$ cat src/rtl/mem_req_arbiter_pkg.sv
`default_nettype none
// ============================================================================
// Module : mem_req_arbiter_pkg
// Brief  : Shared state encodings, requester IDs and UART addresses for the
//          memory request arbiter.
// Rev    : 1.0
// ============================================================================
package mem_req_arbiter_pkg;

  typedef enum logic [1:0] {
    ST_IDLE    = 2'd0,
    ST_BUSY_IC = 2'd1,
    ST_BUSY_LD = 2'd2,
    ST_BUSY_ST = 2'd3
  } arb_state_e;

  typedef enum logic {
    REQ_LSB = 1'b0,
    REQ_IC  = 1'b1
  } req_id_e;

  localparam logic [31:0] DEF_IO_ADDR0 = 32'h0003_0000;
  localparam logic [31:0] DEF_IO_ADDR1 = 32'h0003_0004;

endpackage
`default_nettype wire

$ cat src/rtl/mem_req_arbiter.sv
`default_nettype none
// ============================================================================
// Module : mem_req_arbiter
// Brief  : Arbitrates ICache fetches and LSB loads/stores onto a single
//          memory-controller port, one transaction in flight at a time.
// Rev    : 1.0
// ============================================================================
module mem_req_arbiter
  import mem_req_arbiter_pkg::*;
#(
  parameter int                    ADDR_WIDTH  = 32,
  parameter int                    BLOCK_WIDTH = 1,
  parameter logic [ADDR_WIDTH-1:0] IO_ADDR0    = ADDR_WIDTH'(DEF_IO_ADDR0),
  parameter logic [ADDR_WIDTH-1:0] IO_ADDR1    = ADDR_WIDTH'(DEF_IO_ADDR1)
) (
  input  logic                               clk_in,
  input  logic                               rst_in,
  input  logic                               rdy_in,
  input  logic                               io_buffer_full,
  input  logic                               clear_in,
  input  logic                               ic_req_en,
  input  logic [ADDR_WIDTH-1:0]              ic_req_addr,
  output logic                               ic_rsp_en,
  output logic [(32 << BLOCK_WIDTH)-1:0]     ic_rsp_block,
  input  logic                               lsb_req_en,
  input  logic                               lsb_req_wr,
  input  logic [2:0]                         lsb_req_width,
  input  logic [ADDR_WIDTH-1:0]              lsb_req_addr,
  input  logic [31:0]                        lsb_req_data,
  output logic                               lsb_rsp_r_en,
  output logic                               lsb_rsp_w_en,
  output logic [31:0]                        lsb_rsp_data,
  output logic                               arb2mc_en,
  output logic                               arb2mc_wr,
  output logic [2:0]                         arb2mc_width,
  output logic [ADDR_WIDTH-1:0]              arb2mc_addr,
  output logic [31:0]                        arb2mc_data,
  output logic                               arb2mc_blk,
  input  logic                               mc2arb_done,
  input  logic [(32 << BLOCK_WIDTH)-1:0]     mc2arb_data
);

  localparam int BLK_BITS = 32 << BLOCK_WIDTH;

  arb_state_e              state_q,        state_d;
  req_id_e                 last_grant_q,   last_grant_d;
  logic                    squash_q,       squash_d;
  logic                    ic_rsp_en_q,    ic_rsp_en_d;
  logic [BLK_BITS-1:0]     ic_rsp_block_q, ic_rsp_block_d;
  logic                    lsb_rsp_r_en_q, lsb_rsp_r_en_d;
  logic                    lsb_rsp_w_en_q, lsb_rsp_w_en_d;
  logic [31:0]             lsb_rsp_data_q, lsb_rsp_data_d;
  logic                    mc_en_q,        mc_en_d;
  logic                    mc_wr_q,        mc_wr_d;
  logic [2:0]              mc_width_q,     mc_width_d;
  logic [ADDR_WIDTH-1:0]   mc_addr_q,      mc_addr_d;
  logic [31:0]             mc_data_q,      mc_data_d;
  logic                    mc_blk_q,       mc_blk_d;

  logic w_ic_elig;
  logic w_lsb_elig;
  logic w_io_stall;
  logic w_grant_ic;
  logic w_squash_hit;

  // A requester whose response pulse is still visible has not yet dropped its
  // level request, so it must not be re-granted in that cycle.
  assign w_ic_elig    = ic_req_en && !ic_rsp_en_q && !clear_in;
  assign w_io_stall   = lsb_req_wr && io_buffer_full &&
                        ((lsb_req_addr == IO_ADDR0) || (lsb_req_addr == IO_ADDR1));
  assign w_lsb_elig   = lsb_req_en && !lsb_rsp_r_en_q && !lsb_rsp_w_en_q &&
                        !w_io_stall && (lsb_req_wr || !clear_in);
  assign w_grant_ic   = w_ic_elig && (!w_lsb_elig || (last_grant_q == REQ_LSB));
  assign w_squash_hit = squash_q || clear_in;

  always_comb begin
    state_d        = state_q;
    last_grant_d   = last_grant_q;
    squash_d       = squash_q;
    ic_rsp_en_d    = 1'b0;
    ic_rsp_block_d = ic_rsp_block_q;
    lsb_rsp_r_en_d = 1'b0;
    lsb_rsp_w_en_d = 1'b0;
    lsb_rsp_data_d = lsb_rsp_data_q;
    mc_en_d        = mc_en_q;
    mc_wr_d        = mc_wr_q;
    mc_width_d     = mc_width_q;
    mc_addr_d      = mc_addr_q;
    mc_data_d      = mc_data_q;
    mc_blk_d       = mc_blk_q;

    case (state_q)
      ST_IDLE: begin
        if (w_ic_elig || w_lsb_elig) begin
          mc_en_d = 1'b1;
          if (w_grant_ic) begin
            last_grant_d = REQ_IC;
            mc_wr_d      = 1'b0;
            mc_width_d   = 3'd0;
            mc_addr_d    = ic_req_addr;
            mc_data_d    = 32'd0;
            mc_blk_d     = 1'b1;
            state_d      = ST_BUSY_IC;
          end else begin
            last_grant_d = REQ_LSB;
            mc_wr_d      = lsb_req_wr;
            mc_width_d   = lsb_req_width;
            mc_addr_d    = lsb_req_addr;
            mc_data_d    = lsb_req_data;
            mc_blk_d     = 1'b0;
            state_d      = lsb_req_wr ? ST_BUSY_ST : ST_BUSY_LD;
          end
        end
      end

      // Speculative reads complete on the bus regardless of a flush; only
      // the reply is suppressed.
      ST_BUSY_IC, ST_BUSY_LD: begin
        squash_d = w_squash_hit;
        if (mc2arb_done) begin
          state_d  = ST_IDLE;
          mc_en_d  = 1'b0;
          squash_d = 1'b0;
          if (!w_squash_hit) begin
            if (state_q == ST_BUSY_IC) begin
              ic_rsp_en_d    = 1'b1;
              ic_rsp_block_d = mc2arb_data;
            end else begin
              lsb_rsp_r_en_d = 1'b1;
              lsb_rsp_data_d = mc2arb_data[31:0];
            end
          end
        end
      end

      ST_BUSY_ST: begin
        if (mc2arb_done) begin
          state_d        = ST_IDLE;
          mc_en_d        = 1'b0;
          lsb_rsp_w_en_d = 1'b1;
        end
      end

      default: state_d = ST_IDLE;
    endcase
  end

  always_ff @(posedge clk_in) begin
    if (rst_in) begin
      state_q        <= ST_IDLE;
      last_grant_q   <= REQ_LSB;
      squash_q       <= 1'b0;
      ic_rsp_en_q    <= 1'b0;
      ic_rsp_block_q <= '0;
      lsb_rsp_r_en_q <= 1'b0;
      lsb_rsp_w_en_q <= 1'b0;
      lsb_rsp_data_q <= '0;
      mc_en_q        <= 1'b0;
      mc_wr_q        <= 1'b0;
      mc_width_q     <= '0;
      mc_addr_q      <= '0;
      mc_data_q      <= '0;
      mc_blk_q       <= 1'b0;
    end else if (rdy_in) begin
      state_q        <= state_d;
      last_grant_q   <= last_grant_d;
      squash_q       <= squash_d;
      ic_rsp_en_q    <= ic_rsp_en_d;
      ic_rsp_block_q <= ic_rsp_block_d;
      lsb_rsp_r_en_q <= lsb_rsp_r_en_d;
      lsb_rsp_w_en_q <= lsb_rsp_w_en_d;
      lsb_rsp_data_q <= lsb_rsp_data_d;
      mc_en_q        <= mc_en_d;
      mc_wr_q        <= mc_wr_d;
      mc_width_q     <= mc_width_d;
      mc_addr_q      <= mc_addr_d;
      mc_data_q      <= mc_data_d;
      mc_blk_q       <= mc_blk_d;
    end
  end

  assign ic_rsp_en    = ic_rsp_en_q;
  assign ic_rsp_block = ic_rsp_block_q;
  assign lsb_rsp_r_en = lsb_rsp_r_en_q;
  assign lsb_rsp_w_en = lsb_rsp_w_en_q;
  assign lsb_rsp_data = lsb_rsp_data_q;
  assign arb2mc_en    = mc_en_q;
  assign arb2mc_wr    = mc_wr_q;
  assign arb2mc_width = mc_width_q;
  assign arb2mc_addr  = mc_addr_q;
  assign arb2mc_data  = mc_data_q;
  assign arb2mc_blk   = mc_blk_q;

endmodule
`default_nettype wire
$ cat config.mk
export PLATFORM = sky130hd
export DESIGN_NAME = mem_req_arbiter
export DESIGN_NICKNAME = d
export VERILOG_FILES = /design/src/rtl/mem_req_arbiter_pkg.sv /design/src/rtl/mem_req_arbiter.sv
export SDC_FILE = /design/constraint.sdc
export NUM_CORES = 1
export LEC_CHECK = 0
export BUFFER_PORTS_ARGS = -buffer_cell sky130_fd_sc_hd__buf_4
export CORE_AREA = 2 2 134 136
export DETAILED_ROUTE_END_ITERATION = 12
export DIE_AREA = 0 0 136 138
export GPL_TIMING_DRIVEN = 0
export PLACE_DENSITY = 0.68
export SLEW_MARGIN = 20
export SYNTH_ARGS = -nofsm -noshare
export SYNTH_HDL_FRONTEND = slang
export SYNTH_SLANG_ARGS = --single-unit
$ cat constraint.sdc
create_clock -name clk_in -period 2.3 [get_ports clk_in]
set_input_delay 0.46 -clock clk_in [delete_from_list [all_inputs] [get_ports clk_in]]
set_output_delay 0.46 -clock clk_in [all_outputs]
set_load 0.03 [all_outputs]
==> impl_metrics.py <==
metrics = {
    "run_status": {
        "status": "finished clean",
    },
    "clock_network": {
        "root_buffer": "clkbuf_16",
        "cts.sinks": 172,
        "cts_tree": "done",
        "hold_buffers": 0,
        "clockBufferDepth": 2,
        "path_clk_slew_ns": 0.07,
        "clk_latency_ns": 0.43,
        "htreeDepth": 4,
        "numCtsBuffers": 17,
    },
    "synthesis": {
        "async_reset_ff_frac": 0,
        "ys_types": 33,
        "synth_seq_cells": 172,
        "yosys.area.top_type_share": 0.568,
        "synth_top_area_cell": "dfxtp_1",
        "yosys_warnings": 0,
        "synth_edf_count": 0,
        "syn_inst": 677,
        "avgSynthCellArea_sq_um": 8.95,
        "synth_top_cells_by_area": "dfxtp_1 57%, nand2_1 12%, a21oi_1 8.7%",
        "synth_seq_area_share": 0.568,
        "synthFlopType": "dfxtp_1",
        "yosysMostFrequentCell": "nand2_1",
        "synth_common_cells": "201 x nand2_1, 172 x dfxtp_1, 105 x a21oi_1, 37 x clkbuf_1, 36 x a22o_1",
        "synthesis.area_sq_mm": 0.00606,
        "synth_nets": 852,
    },
    "detailed_routing": {
        "first_pass_iters": 8,
        "ant_nets": 0,
        "post_drt_wl_per_cell_um": 16.6,
        "via_count": 6300,
        "avgViaCountPerCell": 4.94,
        "routed_wl_mm": 21.2,
        "drc": 0,
        "dr.first_iter.drc_count": 438,
    },
    "sta": {
        "finalSetupViolCount": 0,
        "slew_headroom": 0.628,
        "hold_viol": 0,
        "finalSetupTns_ns": 0,
        "slew_viol_final": 0,
        "clock_skew_ns": 0.00915,
        "worstMarginPinSlew_ns": 0.558,
        "fin_crit_ns": 2.17,
        "fin_crit_sh": 0.943,
        "rsz0062_at_grt": "true",
        "max_freq_mhz": 461,
    },
    "worst_setup_path": {
        "reg2regPathDepth": 9,
        "worstSetupStartpointType": "input pin",
        "crit_fanout": 6,
        "worstPathCellList": "buf_4 > or4_4 > nor4_4 > nand3_2 > a311oi_4 > a22oi_1 > a21oi_1",
        "cp_top_family": "simple AND/OR/NAND/NOR gates",
        "critPathArrivalTime_ns": 2.53,
        "reg2reg_slack_ns": 0.16,
        "slowest_stage": "or4_4",
        "regToRegStartpoint": "state_q[0]",
        "regToRegEndpoint": "ic_rsp_block[27]",
        "cp-end-kind": "flop",
        "crit_type": "in2reg",
        "crit_buf_inv": 1,
        "max_stage_delay_ns": 0.54,
        "worstPathRequired_ns": 2.66,
    },
    "placement": {
        "dpl.hpwl_mm": 16.3,
        "numPortBuffers": 339,
        "placed_cell_area_sq_mm": 0.00890,
        "place_congestion": 0.877,
    },
    "global_routing": {
        "grt_pass1_vias": 5980,
        "track_usage": 0.218,
        "antenna_found_initial": 0,
        "grt_pass1_wl_mm": 32.2,
        "grt.overflow.total": 0,
        "grt_max_degree": 18,
    },
    "worst_hold_path": {
        "min_to": "arb2mc_data[27]",
        "min_delay_path_depth": 2,
        "hold_start": "lsb_req_data[27]",
        "hold_path.class": "in2reg",
    },
    "pwr": {
        "peakVddDrop_mv": 0.480,
        "total_power_mw": 6.80,
        "p_per_area_mw_per_mm2": 713,
        "p_leak_nw": 4.12,
    },
    "floorplan": {
        "die_height_um": 138,
        "die_w_um": 136,
        "ios": 341,
        "dieArea_sq_mm": 0.0188,
        "row_count": 49,
        "initial_utilization": 0.346,
        "design.core.area_sq_mm": 0.0175,
    },
    "cells_and_area": {
        "drive_above_1_share": 0.389,
        "diodes": 0,
        "area_delta_synth_final_pct": 57.5,
        "final_nets": 1209,
        "stdcell_area_sq_mm": 0.00954,
    },
    "run": {
        "cap_violations": 0,
    },
}
layer usage:
metal,track usage,vias to the layer above,part of all wire
met5,0,-,0
met3,0.0612,43,0.089
met2,0.366,263,0.48
met4,0.0987,0,0.032
met1,0.257,2902,0.40
li1,-,3092,-
report_power, final:
part	leakage [nW]	switching, mW	internal, mW
clock	0.282	1.31	1.57
combinational	2.44	0.442	0.388
sequential	1.39	0.0432	3.06
total	4.12	1.79	5.01
sequential cells by signal, summed over array words and instances, names as in the netlist:
| register | cells |
|---|---|
| arb2mc_width | 3 |
| ic_rsp_en | 1 |
| lsb_rsp_w_en | 1 |
| squash_q | 1 |
| lsb_rsp_data | 32 |
| ic_rsp_block | 64 |
| arb2mc_en | 1 |
| arb2mc_wr | 1 |
| arb2mc_blk | 1 |
| arb2mc_addr | 32 |
| lsb_rsp_r_en | 1 |
| state_q | 2 |
| arb2mc_data | 32 |
kinds of logic after synthesis:
kind of cell | synth area share
buf+inv | 0.0413
flops | 0.568
simple gates | 0.182
compound gates | 0.202
fa+ha+maj | 0.00620
worst reg2reg max path: cells and delay by family (launching register included):
| kind | cells | cell delay [ns] |
|---|---|---|
| flip-flops | 1 | 0.39 |
| adder cells (fa/ha/maj) | 1 | 0.32 |
| buffers and inverters | 3 | 0.77 |
| AND/OR/NAND/NOR | 4 | 0.43 |
| AO/OA/AOI/OAI | 1 | 0.16 |
worst max-delay path by stage:
stage / startpoint / end / slack [ns] / cells after the start
finish: lsb_req_addr[14] / arb2mc_addr[15] / 0.13 / 7
global route: lsb_req_addr[14] / arb2mc_addr[30] / -0.002 / 9
CTS: state_q[0] / ic_rsp_block[53] / 0.04 / 8
detailed placement: lsb_req_addr[11] / arb2mc_addr[15] / -0.38 / 7
global placement: lsb_req_wr / arb2mc_data[13] / -0.63 / 7
floorplan: lsb_req_addr[14] / arb2mc_addr[22] / 0.05 / 7
cells in the final DEF (no fill, tap or decap), drive strengths merged, types with 3 or more instances in the layout:
cell	Yosys	routed
dfxtp	172	172
inv	2	11
a222oi	30	30
clkinvlp	0	3
buf	17	356
nand2	201	201
ha	3	3
clkbuf	37	54
a21oi	105	105
nand2b	5	5
nor3	3	3
a22o	36	36
nor4	6	6
or4	3	3
nor2	34	34
nand3	5	5
stage by stage:
| step | worst slack, ns | cells | util | hold WS (ns) |
|---|---|---|---|---|
| 2_1_floorplan | 0.0535 | 677 | - | 0.495 |
| 3_3_place_gp | -0.635 | 1245 | 0.507 | 0.440 |
| 3_5_place_dp | -0.385 | 1245 | 0.507 | 0.446 |
| 4_1_cts | 0.0351 | 1276 | 0.541 | 0.221 |
| 5_1_grt | -0.00230 | 1276 | 0.544 | 0.229 |
| 6_report | 0.131 | 1276 | 0.544 | 0.237 |
repair_timing:
| item | CTS | global route |
|---|---|---|
| pin swaps | 0 | 1 |
| resized for setup | 4 | 21 |
| endpoints found under the setup margin | 90 | 148 |
| setup buffers | 0 | 0 |
area by class of cell:
class / instances / area [sq um]
flip-flops and latches: 172 / 3440
inverters: 2 / 7.51
clock buffers: 18 / 439
clock inverters: 14 / 150
multi-input cells: 449 / 2420
fillers: 1673 / 7990
well taps: 229 / 287
plain buffers: 53 / 251
repair buffers: 339 / 2540
Power figures use the tool's default switching activity.
